$ cat config.mk
export PLATFORM = sky130hd
export DESIGN_NAME = prbs_seq_ctrl
export DESIGN_NICKNAME = d
export VERILOG_FILES = /design/src/rtl/prbs_pkg.sv /design/src/rtl/prbs32_lfsr.sv /design/src/rtl/prbs_seq_ctrl.sv
export SDC_FILE = /design/constraint.sdc
export NUM_CORES = 1
export LEC_CHECK = 0
export CAP_MARGIN = 20
export CELL_PAD_IN_SITES_DETAIL_PLACEMENT = 0
export CELL_PAD_IN_SITES_GLOBAL_PLACEMENT = 1
export CORE_MARGIN = 5
export CORE_UTILIZATION = 24
export DETAILED_ROUTE_END_ITERATION = 10
export GPL_TIMING_DRIVEN = 0
export PLACE_DENSITY_LB_ADDON = 0.1
export SLEW_MARGIN = 20
export SYNTH_ARGS = -nofsm -noshare
export SYNTH_HDL_FRONTEND = slang
export SYNTH_SLANG_ARGS = --single-unit
$ cat constraint.sdc
create_clock -name Clk -period 7.4 [get_ports Clk]
set_input_delay 1.48 -clock Clk [delete_from_list [all_inputs] [get_ports Clk]]
set_output_delay 1.48 -clock Clk [all_outputs]
set_load 0.1 [all_outputs]
$ cat src/rtl/prbs_pkg.sv
// Shared PRBS definitions: LFSR width, Galois tap mask, default seed, FSM encodings.
// The step helper is the x^32 + x^22 + x^2 + x + 1 Galois shift used by both LFSRs.
package prbs_pkg;
  localparam int LFSR_W = 32;
  localparam logic [LFSR_W-1:0] POLY_TAPS = 32'h8020_0003;
  localparam logic [LFSR_W-1:0] SEED_DFLT = 32'h0000_0001;

  localparam logic [1:0] ST_IDLE  = 2'd0;
  localparam logic [1:0] ST_RUN   = 2'd1;
  localparam logic [1:0] ST_DRAIN = 2'd2;
  localparam logic [1:0] ST_DONE  = 2'd3;

  function automatic logic [LFSR_W-1:0] lfsr_next(input logic [LFSR_W-1:0] s);
    return (s >> 1) ^ (s[0] ? POLY_TAPS : '0);
  endfunction
endpackage

$ cat src/rtl/prbs32_lfsr.sv
// 32-bit Galois LFSR with synchronous load and step; load has priority over step.
// Output is bit 0 of the current state, so it is a registered value.
module prbs32_lfsr
  import prbs_pkg::*;
#(
  parameter logic [LFSR_W-1:0] RST_VAL = SEED_DFLT
) (
  input  logic              Clk,
  input  logic              Rst,
  input  logic              Load,
  input  logic [LFSR_W-1:0] LoadVal,
  input  logic              Step,
  output logic              Out
);
  logic [LFSR_W-1:0] state_q, state_d;

  always_comb begin
    state_d = state_q;
    if (Load) begin
      state_d = LoadVal;
    end else if (Step) begin
      state_d = lfsr_next(state_q);
    end
  end

  always_ff @(posedge Clk) begin
    if (Rst) begin
      state_q <= RST_VAL;
    end else begin
      state_q <= state_d;
    end
  end

  assign Out = state_q[0];
endmodule

$ cat src/rtl/prbs_seq_ctrl.sv
// PRBS bit-error test sequencer: seeds generator and checker, streams Length bits,
// counts returned bits and mismatches, then reports a pass/fail verdict.
module prbs_seq_ctrl
  import prbs_pkg::*;
#(
  parameter logic [31:0] SEED_DEFAULT = 32'h0000_0001,
  parameter int          CNT_W        = 16,
  parameter int          DRAIN_TO     = 64
) (
  input  logic             Clk,
  input  logic             Rst,
  input  logic             Start,
  input  logic             Abort,
  input  logic             SeedLoad,
  input  logic [31:0]      Seed,
  input  logic [CNT_W-1:0] Length,
  output logic             TxValid,
  output logic             TxBit,
  input  logic             RxValid,
  input  logic             RxBit,
  output logic             Busy,
  output logic             Done,
  output logic             Pass,
  output logic [CNT_W-1:0] ErrCnt,
  output logic [CNT_W-1:0] RxCnt
);
  localparam int DRAIN_W = $clog2(DRAIN_TO) + 1;

  logic [1:0]         state_q, state_d;
  logic [31:0]        seed_q, seed_d;
  logic [CNT_W-1:0]   len_q, len_d;
  logic [CNT_W-1:0]   tx_cnt_q, tx_cnt_d;
  logic [CNT_W-1:0]   rx_cnt_q, rx_cnt_d;
  logic [CNT_W-1:0]   err_cnt_q, err_cnt_d;
  logic [DRAIN_W-1:0] drain_q, drain_d;
  logic               pass_q, pass_d;

  logic        start_ok, rx_ok, gen_bit, chk_bit;
  logic [31:0] seed_in, load_val;

  always_comb begin
    state_d   = state_q;
    seed_d    = seed_q;
    len_d     = len_q;
    tx_cnt_d  = tx_cnt_q;
    rx_cnt_d  = rx_cnt_q;
    err_cnt_d = err_cnt_q;
    drain_d   = drain_q;
    pass_d    = pass_q;

    // A zero seed would lock the LFSR up, so it is replaced by 1.
    seed_in  = (Seed == '0) ? 32'h0000_0001 : Seed;
    load_val = SeedLoad ? seed_in : seed_q;
    start_ok = (state_q == ST_IDLE) && Start && !Abort;
    rx_ok    = ((state_q == ST_RUN) || (state_q == ST_DRAIN)) && RxValid &&
               (rx_cnt_q != len_q) && !Abort;

    if ((state_q == ST_IDLE) && SeedLoad) begin
      seed_d = seed_in;
    end

    if (rx_ok) begin
      rx_cnt_d = rx_cnt_q + CNT_W'(1);
      if ((RxBit != chk_bit) && (err_cnt_q != '1)) begin
        err_cnt_d = err_cnt_q + CNT_W'(1);
      end
    end

    case (state_q)
      ST_IDLE: begin
        if (start_ok) begin
          len_d     = Length;
          tx_cnt_d  = '0;
          rx_cnt_d  = '0;
          err_cnt_d = '0;
          pass_d    = (Length == '0);
          state_d   = (Length == '0) ? ST_DONE : ST_RUN;
        end
      end
      ST_RUN: begin
        tx_cnt_d = tx_cnt_q + CNT_W'(1);
        if (tx_cnt_q == len_q - CNT_W'(1)) begin
          state_d = ST_DRAIN;
          drain_d = '0;
        end
      end
      ST_DRAIN: begin
        drain_d = drain_q + DRAIN_W'(1);
        if ((rx_cnt_q == len_q) || (drain_q == DRAIN_W'(DRAIN_TO - 1))) begin
          state_d = ST_DONE;
          pass_d  = (err_cnt_d == '0) && (rx_cnt_d == len_q);
        end
      end
      default: begin
        state_d = ST_IDLE;
      end
    endcase

    if (Abort && (state_q != ST_IDLE)) begin
      state_d = ST_IDLE;
      pass_d  = 1'b0;
    end
  end

  always_ff @(posedge Clk) begin
    if (Rst) begin
      state_q   <= ST_IDLE;
      seed_q    <= SEED_DEFAULT;
      len_q     <= '0;
      tx_cnt_q  <= '0;
      rx_cnt_q  <= '0;
      err_cnt_q <= '0;
      drain_q   <= '0;
      pass_q    <= 1'b0;
    end else begin
      state_q   <= state_d;
      seed_q    <= seed_d;
      len_q     <= len_d;
      tx_cnt_q  <= tx_cnt_d;
      rx_cnt_q  <= rx_cnt_d;
      err_cnt_q <= err_cnt_d;
      drain_q   <= drain_d;
      pass_q    <= pass_d;
    end
  end

  prbs32_lfsr #(.RST_VAL(SEED_DEFAULT)) u_gen (
    .Clk     (Clk),
    .Rst     (Rst),
    .Load    (start_ok),
    .LoadVal (load_val),
    .Step    (state_q == ST_RUN),
    .Out     (gen_bit)
  );

  prbs32_lfsr #(.RST_VAL(SEED_DEFAULT)) u_chk (
    .Clk     (Clk),
    .Rst     (Rst),
    .Load    (start_ok),
    .LoadVal (load_val),
    .Step    (rx_ok),
    .Out     (chk_bit)
  );

  assign TxValid = (state_q == ST_RUN);
  assign TxBit   = TxValid & gen_bit;
  assign Busy    = (state_q == ST_RUN) || (state_q == ST_DRAIN);
  assign Done    = (state_q == ST_DONE);
  assign Pass    = pass_q;
  assign ErrCnt  = err_cnt_q;
  assign RxCnt   = rx_cnt_q;
endmodule

==> flow_summary.ini <==
[status]
status = finished clean

[clocking]
cts_root_buf = clkbuf_16
cts_resized = 0
hold_buffers = 0
cts_setup_buffers = 0
h-tree-depth = 4
cts_num_sinks = 170
path_clk_slew_ps = 70
ctsLongestPathBuffers = 2
cts_buffers = 17
insertion_delay_ps = 450
cts_tree = built

[global_routing]
grt.total_usage_pct = 15.1
grt_pass1_vias = 7995
grt_max_degree = 17
grt_overflow = 0
antenna_found_initial = 0
grt_pass1_wl_mm = 48.3

[floorplan]
io_pins = 92
dieArea_um2 = 40800
initial_core_util_pct = 24.3
rows = 70
fp.dieW_um = 202
die_h_um = 202
core_area_um2 = 36500

[critical_path]
cp-end-kind = flop
path_buf_inv = 2
crit_arrival_ps = 4990
crit_type = in2reg
crit_family = simple AND/OR/NAND/NOR gates
critPathSlowestCell = a2111oi_0
start_kind = primary input
cp_max_fo = 10
max_stage_delay_ps = 600
r2r_slack_ps = 3430
crit_chain = clkdlybuf4s50_1 -> nand3b_1 -> nor2_1 -> clkbuf_1 -> nand3_1 -> a2111oi_0 -> nand4_1 -> nor4_1 -> a31o_1
cp.required_ps = 7790

[route]
drt-initial-drc-count = 380
wl_per_cell_um = 18.4
firstDrtPassIters = 5
routed_wirelength_mm = 31.0
ant_nets = 0
avgViaCountPerCell = 4.70
drc = 0
route.vias.total = 7915

[timing]
max_freq_mhz = 217
timing.setup.tns_ps = 0
min_period_ps = 4610
drv_slew = 0
min_period_over_period_pct = 62.3
worst_pin_slew_ps = 1070
hold_violations = 0
setup_viol = 0
finClkSkew_ps = 15.0
slew_headroom_pct = 28.2
rsz0062_at_grt = no
layout_setup_ws_ps = 2790

[cells_and_area]
multiInputGateArea_um2 = 5100
diodes = 0
layout-drive-gt1-share_pct = 4.28
fill_cells = 3973
seq_area_um2 = 3400
fin_nets = 1267
area_growth_pct = 23.3
final_area_um2 = 10900

[synthesis]
seq_area_frac_synth_pct = 38.4
synth_top_area_share_pct = 38.4
netlist_top_cells_count = nand2_1 (200), dfxtp_1 (170), a21oi_1 (103), nor2_1 (70), mux2i_1 (68)
syn_area_um2 = 8860
synthTopCellsByArea = dfxtp_1 (38%), nand2_1 (8.5%), mux2i_1 (7.7%), a21oi_1 (5.8%), xnor2_1 (5.1%)
synthArstFlopShare_pct = 0
yosysWarnings = 0
ys.flop_type = dfxtp_1
synth.most_common_cell = nand2_1
syn_area_per_cell_um2 = 8.09
synth_seq_cells = 170
synth_area_leader_cell = dfxtp_1
syn_inst = 1095
synth_edf_count = 0
synth_nets = 1159
ys_types = 59

[place]
placed_area_um2 = 10300
dp_worst_setup_slack_ps = 2380
portBuffers = 89
dpl.hpwl_mm = 23.6
globalplace.congestion = 0.824

[power]
ir_drop_uv = 175
p_leak_nw = 3.84
power_density_nw_per_um2 = 256

[run]
maxCapViolCount = 0

[worst_hold_path]
hold_class = reg2reg
[stage by stage]
step / power, mW / hold WS, ps / instances / util [%]
finish: 2.79 / 454 / 1683 / 29.9
global route: 2.96 / 468 / 1683 / 29.9
CTS: 2.84 / 456 / 1683 / 29.9
detailed placement: 1.90 / 446 / 1652 / 28.3
global placement: 1.90 / 441 / 1652 / 28.3
floorplan: 1.64 / 434 / 1095 / -
[worst min-delay path, cell delays in order (launching register included)]
cell and delay [ps]:
dfxtp_1 310, nand2_1 50, a21oi_1 50
[power by group]
group	switching, mW	total, mW	internal [mW]	leakage (nW)
combinational	0.493	0.774	0.281	2.17
clock	0.420	0.931	0.511	0.282
sequential	0.0618	1.09	1.03	1.39
[per-layer routing]
metal | vias up | part of all wire [%] | routed length [µm] | global-route usage, %
li1 | 4048 | - | - | -
met1 | 3733 | 50 | 15400 | 20.7
met2 | 121 | 47 | 14600 | 25.0
met3 | 13 | 2.6 | 792 | 2.66
met4 | 0 | 0.80 | 248 | 3.03
met5 | - | 0 | 0 | 0
[cell usage in the layout (no fill, tap or decap), drive strengths merged, types with 6 or more instances in the layout]
cell / synthesis / final
and3: 10 / 10
xnor2: 52 / 52
xor2: 33 / 33
clkbuf: 60 / 80
clkdlybuf4s50: 0 / 89
nand2: 200 / 200
nor2b: 7 / 7
or3: 8 / 8
ha: 9 / 9
nor2: 70 / 70
a22oi: 6 / 6
nor4: 19 / 19
nand3b: 7 / 7
and2: 10 / 10
inv: 11 / 14
nor3: 16 / 16
a21oi: 103 / 103
nand3: 30 / 30
a31oi: 37 / 37
nand2b: 16 / 16
a21o: 31 / 31
or4: 8 / 8
o211ai: 7 / 7
mux2i: 68 / 68
dfxtp: 170 / 170
buf: 19 / 19
nand4: 14 / 14
nand4b: 6 / 6
o21ai: 18 / 18
[state kept, by name, indices dropped and copies added (netlist names)]
| signal | count |
|---|---|
| seed_q | 32 |
| len_q | 16 |
| u_chk.state_q | 32 |
| u_gen.state_q | 32 |
| state_q | 2 |
| ErrCnt | 16 |
| drain_q | 7 |
| Pass | 1 |
| tx_cnt_q | 16 |
| RxCnt | 16 |
[path summary, 6_finish.rpt]
path	startpoint	end	depth (start not counted)
max reg2reg	len_q[2]	Pass	12
min reg2reg	seed_q[10]	seed_q[10]	2
max	Abort	Pass	9
min	seed_q[10]	seed_q[10]	2
[final cells by class]
class                           count  area share (%)
Multi-Input combinational cell    835            46.7
Clock inverter                     11            1.26
Tap cell                          468            5.36
Clock buffer                       20            4.09
Buffer                             79            2.88
Sequential cell                   170            31.2
Timing Repair Buffer               89            8.16
Inverter                           11           0.378
[cell families (layout without fill, tap and decap cells)]
kind of cell             Yosys count  count (layout)  share of synthesized area (%)
AO/OA/AOI/OAI                    230             230                           16.1
XOR/XNOR                          85              85                           8.41
adder cells (fa/ha/maj)            9               9                           1.27
buffers and inverters             90             210                           4.01
flip-flops                       170             170                           38.4
multiplexers                      72              72                           8.19
AND/OR/NAND/NOR                  439             439                           23.6
Power figures use the tool's default switching activity.
==> patch: new RTL, config.mk and constraints unchanged <==
Set the parameter `DRAIN_TO` to 32 (it was 64).
--- a/src/rtl/prbs_seq_ctrl.sv
+++ b/src/rtl/prbs_seq_ctrl.sv
@@ -6,5 +6,5 @@
   parameter logic [31:0] SEED_DEFAULT = 32'h0000_0001,
   parameter int          CNT_W        = 16,
-  parameter int          DRAIN_TO     = 64
+  parameter int          DRAIN_TO     = 32
 ) (
   input  logic             Clk,
Function: no difference found for any inputs over 4 cycles, from zero or initial values and one cycle with Rst high; that may be too few to reach the edited logic, so the function may still have changed.
==> patch against the original RTL <==
Count of clock-buffer cells in the layout is the same. Global-route usage shrank 0.38 points. Cell area shrank 1.4%. Total power fell by 3.5%. Combinational power is 0.5% higher. Worst setup slack worse by 0.34 ns. Wire length shrank 4.2%. Sequential cell count is 1 lower. Synthesized area is 1.0% lower. Highest routed layer unchanged.
==> patch: results (changes against the original RTL) <==
global_routing:
  grt_pass1_wl_mm: 47.1  # -2.5%
  grt_use_total_pct: 14.7  # -0.38 points
  grt_pass1_vias: 7728  # -3.3%
placement:
  globalplace.congestion: 0.788  # -4.3%
  dpl.hpwl_mm: 22.9  # -3.0%
  place_area_um2: 10200  # -0.81%
  dp.cells: 1635  # -1.0%
  place_ws_ns: 2.77  # +0.391 ns
detailed_routing:
  drtIter0Drc: 341  # -10%
  wl_per_cell_um: 17.9  # -3.2%
  dr.pass1.iters: 4  # -1
  routed_wl_mm: 29.7  # -4.2%
sta:
  timing.final.crit_period_ns: 4.95  # +0.344 ns
  tightest_slew_ns: 1.04  # -0.0240 ns
  skew_ns: 0.00928  # -0.00576 ns
yosys:
  synth_compound_area_share_pct: 16.7  # +0.63 points
  synthTopCellsByCount: "210 x nand2_1, 169 x dfxtp_1, 105 x a21oi_1"
  ys_seq_area_share_pct: 38.6  # +0.16 points
  synth.area.mux_share_pct: 7.59  # -0.60 points
  synth.avg_cell_area_um2: 8.14  # +0.65%
  synth-xor-area-share_pct: 8.59  # +0.19 points
  ys_top_cells_by_area: "dfxtp_1 39%, nand2_1 9.0%, mux2i_1 7.1%"
  ys_types: 71  # +20%
  synthAdderAreaFrac_pct: 1.28  # +0.013 points
setup_path:
  worstRegToRegCells: 12  # unchanged
  crit_end: "TxBit"
  slowest_delay_ns: 1.15  # +0.55 ns
  critPathTopFamily: "buffers and inverters"
  timing.rr.end: "drain_q[1]$_SDFFE_PP0P_"
  rrSetupSlack_ns: 3.91  # +0.48 ns
  r2r_start: "len_q[1]$_SDFFE_PP0P_"
  arrival_ns: 3.47  # -1.52 ns
  cp-start-kind: "flip-flop"
  cpMaxStageDelayCell: "clkdlybuf4s50_1"
power:
  switchingPower_uw: 959  # -1.7%
  leakage_nw: 3.89  # +1.3%
  ir_drop_mv: 0.172  # -1.4%
clocking:
  clkTransAtPathRegs_ns: 0.07  # about the same
  clock_latency_ns: 0.43  # -0.02 ns
final_layout:
  fillCellCount: 3944  # -0.73%
  fin_nets: 1250  # -1.3%
  drive_above_1_share_pct: 4.51  # +0.23 points
min_path:
  min_to: "seed_q[6]$_SDFFE_PP0P_"
  hold_path.startpoint: "seed_q[6]$_SDFFE_PP0P_"
run_status:
  outcome: "completed"
## patch: cell count changes in the layout (fill, tap and decap cells not counted), moves of 6 or more
cell,change
and2_1,-6
and3_1,+9
mux2i_1,-6
nand2_1,+10
nand2b_1,-8
nand3_1,-14
o21ai_0,-9
or3_1,-7
xnor2_1,-7
xor2_1,+8
## patch: power by group through the flow
stage	sequential, mW	clock, mW	combinational, mW
3_3_place_gp	1.11	0	0.790
2_1_floorplan	1.10	0	0.546
3_5_place_dp	1.11	0	0.789
5_1_grt	1.10	0.903	0.864
6_report	1.09	0.830	0.778
4_1_cts	1.09	0.870	0.793
## patch: per-layer routing
metal / up-vias / GRT usage [%] / wire [µm]
li1: 4002 / - / -
met1: 3693 / 21.0 / 15400
met2: 109 / 23.4 / 13400
met3: 8 / 2.72 / 733
met4: 0 / 2.73 / 193
met5: - / 0 / 0
## patch: final cells by class
class / instances / area, µm² / area share [%]
Multi-Input combinational cell: 822 / 5040 / 46.8
Sequential cell: 169 / 3380 / 31.4
Timing Repair Buffer: 90 / 896 / 8.32
Tap cell: 468 / 586 / 5.44
Clock buffer: 20 / 447 / 4.15
Buffer: 72 / 292 / 2.71
Clock inverter: 10 / 72.6 / 0.674
Inverter: 14 / 52.6 / 0.488
## patch: kinds of logic (layout without fill, tap and decap cells)
group / after synthesis / after routing
flops: 169 / 169
fa+ha+maj: 9 / 9
xor+xnor: 86 / 86
compound gates: 232 / 232
simple gates: 429 / 429
buf+inv: 86 / 206
mux: 66 / 66
